**config.mk**
```make
export PLATFORM = sky130hd
export DESIGN_NAME = lsu_initiator
export DESIGN_NICKNAME = d
export VERILOG_FILES = /design/src/rtl/lsu_initiator.sv
export SDC_FILE = /design/constraint.sdc
export NUM_CORES = 1
export LEC_CHECK = 0
export CAP_MARGIN = 20
export CORE_MARGIN = 2
export CORE_UTILIZATION = 35
export CTS_CLUSTER_SIZE = 8
export DETAILED_ROUTE_END_ITERATION = 10
export PLACE_DENSITY = 0.76
export SLEW_MARGIN = 20
export SYNTH_ARGS = -nofsm -noshare
export SYNTH_HDL_FRONTEND = slang
export SYNTH_SLANG_ARGS = --single-unit
```
**constraint.sdc**
```tcl
create_clock -name clk -period 4.35 [get_ports clk]
set_input_delay 0.87 -clock clk [delete_from_list [all_inputs] [get_ports clk]]
set_output_delay 0.87 -clock clk [all_outputs]
set_load 0.02 [all_outputs]
```
**src/rtl/lsu_initiator.sv**
```systemverilog
// Load/store initiator: issues one aligned bus access per request, waits out the
// responder's read latency, then returns an extended load result or a store completion.
module lsu_initiator #(
    parameter int unsigned MEM_READ_LATENCY = 1
) (
    input  logic        clk,
    input  logic        reset_n,
    input  logic        req_valid,
    output logic        req_ready,
    input  logic        req_is_store,
    input  logic [2:0]  req_funct3,
    input  logic [31:0] req_addr,
    input  logic [31:0] req_wdata,
    output logic        resp_valid,
    output logic [31:0] resp_rdata,
    output logic        resp_fault,
    output logic [31:0] mem_address,
    output logic [31:0] mem_write_data,
    output logic [3:0]  mem_write_enable,
    input  logic [31:0] mem_read_data
);

    localparam int unsigned CntW = (MEM_READ_LATENCY > 1) ? $clog2(MEM_READ_LATENCY) : 1;

    typedef enum logic [1:0] {StIdle, StIssue, StWait, StResp} state_e;

    state_e         state_q;
    logic [31:0]    addr_q;
    logic [2:0]     funct3_q;
    logic           is_store_q;
    logic [31:0]    wdata_q;
    logic [3:0]     we_q;
    logic [CntW-1:0] cnt_q;
    logic           ready_q;
    logic           resp_valid_q;
    logic [31:0]    resp_rdata_q;
    logic           resp_fault_q;

    logic           req_fault;
    logic [3:0]     store_we;
    logic [31:0]    store_data;
    logic [31:0]    shifted;
    logic [31:0]    load_data;

    always_comb begin
        req_fault = 1'b0;
        if (req_is_store) begin
            req_fault = (req_funct3 > 3'd2);
        end else begin
            req_fault = (req_funct3 == 3'd3) || (req_funct3[2:1] == 2'b11);
        end
        if (req_funct3[1:0] == 2'd1 && req_addr[0]) begin
            req_fault = 1'b1;
        end
        if (req_funct3[1:0] == 2'd2 && req_addr[1:0] != 2'b00) begin
            req_fault = 1'b1;
        end
    end

    // Store data is replicated across lanes so the strobes alone select the bytes.
    always_comb begin
        store_we   = 4'b0000;
        store_data = req_wdata;
        case (req_funct3[1:0])
            2'd0: begin
                store_we   = 4'b0001 << req_addr[1:0];
                store_data = {4{req_wdata[7:0]}};
            end
            2'd1: begin
                store_we   = req_addr[1] ? 4'b1100 : 4'b0011;
                store_data = {2{req_wdata[15:0]}};
            end
            2'd2: store_we = 4'b1111;
            default: ;
        endcase
    end

    always_comb begin
        shifted   = mem_read_data >> {addr_q[1:0], 3'b000};
        load_data = 32'h0;
        case (funct3_q)
            3'd0: load_data = {{24{shifted[7]}}, shifted[7:0]};
            3'd1: load_data = {{16{shifted[15]}}, shifted[15:0]};
            3'd2: load_data = shifted;
            3'd4: load_data = {24'h0, shifted[7:0]};
            3'd5: load_data = {16'h0, shifted[15:0]};
            default: load_data = 32'h0;
        endcase
    end

    always_ff @(posedge clk) begin
        if (!reset_n) begin
            state_q      <= StIdle;
            addr_q       <= 32'h0;
            funct3_q     <= 3'd0;
            is_store_q   <= 1'b0;
            wdata_q      <= 32'h0;
            we_q         <= 4'b0000;
            cnt_q        <= '0;
            ready_q      <= 1'b1;
            resp_valid_q <= 1'b0;
            resp_rdata_q <= 32'h0;
            resp_fault_q <= 1'b0;
        end else begin
            resp_valid_q <= 1'b0;
            we_q         <= 4'b0000;
            unique case (state_q)
                StIdle: begin
                    if (req_valid) begin
                        addr_q     <= req_addr;
                        funct3_q   <= req_funct3;
                        is_store_q <= req_is_store;
                        ready_q    <= 1'b0;
                        if (req_fault) begin
                            state_q      <= StResp;
                            resp_valid_q <= 1'b1;
                            resp_fault_q <= 1'b1;
                            resp_rdata_q <= 32'h0;
                        end else begin
                            state_q <= StIssue;
                            if (req_is_store) begin
                                wdata_q <= store_data;
                                we_q    <= store_we;
                            end
                        end
                    end
                end
                StIssue: begin
                    if (is_store_q) begin
                        state_q      <= StResp;
                        resp_valid_q <= 1'b1;
                        resp_fault_q <= 1'b0;
                        resp_rdata_q <= 32'h0;
                    end else begin
                        cnt_q   <= CntW'(MEM_READ_LATENCY - 1);
                        state_q <= StWait;
                    end
                end
                StWait: begin
                    if (cnt_q == '0) begin
                        state_q      <= StResp;
                        resp_valid_q <= 1'b1;
                        resp_fault_q <= 1'b0;
                        resp_rdata_q <= load_data;
                    end else begin
                        cnt_q <= cnt_q - 1'b1;
                    end
                end
                StResp: begin
                    state_q      <= StIdle;
                    ready_q      <= 1'b1;
                    resp_fault_q <= 1'b0;
                    resp_rdata_q <= 32'h0;
                end
                default: state_q <= StIdle;
            endcase
        end
    end

    assign req_ready        = ready_q;
    assign resp_valid       = resp_valid_q;
    assign resp_rdata       = resp_rdata_q;
    assign resp_fault       = resp_fault_q;
    assign mem_address      = {addr_q[31:2], 2'b00};
    assign mem_write_data   = wdata_q;
    // Gated by reset so a store caught mid-issue never reaches the bus.
    assign mem_write_enable = we_q & {4{reset_n}};

endmodule

```
==> flow_summary.ini <==
[sta]
fin_crit_ns = 3.27
setup_viol = 0
fin_crit_sh_pct = 75.3
tightest_slew_ns = 1.06
max_freq_ghz = 0.305
setup-tns-final_ns = 0
maxSlewHeadroom_pct = 29.2
rsz0062_at_grt = false
finalHoldViolations = 0
finalMaxSlewViolations = 0
clock_skew_ns = 0.00660

[clock_tree]
post-cts-setup-buffers = 0
insertion_delay_ns = 0.35
h-tree-depth = 3
cts_resized = 0
cts.reportedPaths.clkPinSlew_ns = 0.07
postCtsHoldBufs = 0
clockBufferDepth = 2
cts_made_buffers = 9
cts_tree = yes
cts_sinks = 109
clock_tree.root_cell = clkbuf_16

[die]
fp.dieW_um = 126
die_area_um2 = 16000
rows = 44
io_pins = 206
initial_utilization_pct = 36.0
fp.coreArea_um2 = 14600
fp.dieH_um = 126

[final_layout]
n_antenna_cell = 0
finalNonFillerCells = 934
utilization_pct = 50.9
drive_above_1_share_pct = 6.00
nNetsFinal = 853
syn_to_final_growth_pct = 41.6
n_fill_cell = 1370

[yosys]
yosys-top-cells-area = dfxtp_1, mux2i_1, nand2_1
ys_ff_latch = 109
synthesis.area_per_instance_um2 = 8.80
synth_top_area_share_pct = 41.6
yosysWarnings = 0
ys.flop_type = dfxtp_1
synth_cell_types = 46
synth_edf_count = 0
synth.largest_area_cell = dfxtp_1
seq_area_frac_synth_pct = 41.6
synthCells = 596
netlist_area_um2 = 5250
async_reset_ff_share_pct = 0

[global_route]
antenna_found_initial = 0
grt_util_met2_pct = 29.7
grt_util_met1_pct = 23.5
grt_max_degree = 79
grt_remaining_overflow = 0
grt_pass1_wl_um = 23900
top_usage_layer = met2
grt_pass1_vias = 4547
grtUsageTotal_pct = 18.5
grtUsageMet3_pct = 6.58

[drt]
vias_per_cell = 5.11
ant_nets = 0
drc = 0
first_iter_violations = 307
first_pass_iters = 4
wl_per_cell_um = 16.0
route.vias.total = 4772
drt_wl_total_um = 15000

[worst_setup_path]
crit_family = buffers and inverters
slowest_delay_ns = 0.74
cp_data_required_time_ns = 3.48
crit_type = input pin to output pin
cpMaxStageDelayCell = clkdlybuf4s50_1
startpoint_type = input pin
end_kind = output pin
crit_path_max_fanout = 11
arrival_ns = 2.40
crit_top_cell = clkdlybuf4s50_1
path_cells = clkdlybuf4s50_1 > and2_1 > clkdlybuf4s50_1
path_buf_inv = 2

[hold_path]
min_path_type = flop to flop

[power]
power_density_nw_per_um2 = 447
power_leakage_nw = 2.57
ir_drop_mv = 0.180

[place]
placed_cells = 918
dpl.hpwl_um = 10700
port_buffers = 203
gp_congestion = 0.815

[status]
status = complete, no violations

[flow_run]
drv_cap = 0
[where the power goes]
part           total [mW]  internal [mW]  switching (mW)
combinational        1.27          0.552           0.715
clock               0.828          0.461           0.367
sequential           1.23           1.13          0.0928
total                3.32           2.15            1.17
[routing by layer]
layer	share of wire, %	wire [um]	vias to the layer above
met5	0	0	-
met3	10	1500	12
met4	0.95	142	0
li1	-	-	2374
met1	43	6370	2217
met2	46	6950	169
[sequential cells by signal (all words and copies together), names as in the netlist]
signal,count
we_q,4
addr_q,32
req_ready,1
funct3_q,3
resp_fault,1
is_store_q,1
state_q,2
mem_write_data,32
resp_valid,1
resp_rdata,32
[layout make-up]
class                           instances  area [um2]  area share [%]
Clock buffer                           12         246            3.32
Timing Repair Buffer                  214        2110            28.5
Inverter                                5        18.8           0.253
Tap cell                              184         230            3.10
Clock inverter                          4        47.5           0.640
Sequential cell                       109        2180            29.4
Multi-Input combinational cell        406        2590            34.8
[metrics by stage]
step	hold slack, ns	instance area (um2)	total power, mW	setup WS [ns]
after floorplan	0.437	5250	2.09	2.09
after global placement	0.440	7130	2.51	1.08
after detailed placement	0.446	7130	2.52	1.05
after CTS	0.455	7430	3.36	1.05
after global routing	0.476	7430	3.52	0.995
final	0.452	7430	3.32	1.08
[cells by family after synthesis]
group	after synthesis	synth area share [%]
fa+ha+maj	5	1.19
compound gates	180	23.7
other cells	1	0.0715
simple gates	169	14.5
flops	109	41.6
mux	50	9.82
buf+inv	82	9.16
[worst reg2reg max path: stages, from the launching register on]
cell and delay [ns]:
dfxtp_1 1.02, mux4_2 0.47, nor4b_2 0.67, a21oi_1 0.19, o2bb2ai_2 0.19
[worst paths after layout]
check	from	endpoint	slack [ns]	depth (start not counted)
max	reset_n	mem_write_enable[2]	1.08	3
min	addr_q[26]	addr_q[26]	0.45	2
max reg2reg	addr_q[1]	resp_rdata[11]	1.73	4
min reg2reg	addr_q[26]	addr_q[26]	0.45	2
[cell usage after synthesis, drive strengths merged (5+ instances only)]
library cell    n
mux2i          47
o211ai          8
o22ai           9
nand2         115
a211oi          8
a21oi          78
nor2           23
clkbuf         21
o2bb2ai        23
a2bb2oi         8
nand4           9
o21ai          23
nand2b          5
and2            6
ha              5
buf            56
a311oi          8
dfxtp         109
a22o            8
[placed cells by master, fill, tap and decap left out, drive strengths merged, types with 2 or more instances in the layout]
cell | synthesis | routed
clkdlybuf4s50 | 0 | 203
nand2 | 115 | 115
dfxtp | 109 | 109
a21oi | 78 | 78
mux2i | 47 | 47
o21ai | 23 | 23
nor2 | 23 | 23
o2bb2ai | 23 | 23
clkbuf | 21 | 12
buf | 56 | 11
nand4 | 9 | 9
o22ai | 9 | 9
o211ai | 8 | 8
a2bb2oi | 8 | 8
a211oi | 8 | 8
a311oi | 8 | 8
a22o | 8 | 8
and2 | 6 | 6
nand2b | 5 | 5
ha | 5 | 5
inv | 3 | 4
nor2b | 3 | 3
nand3 | 3 | 3
clkinv | 2 | 3
o21bai | 2 | 2
mux2 | 2 | 2
conb | 1 | 2
Note: power is estimated with default switching activity, not from simulation.
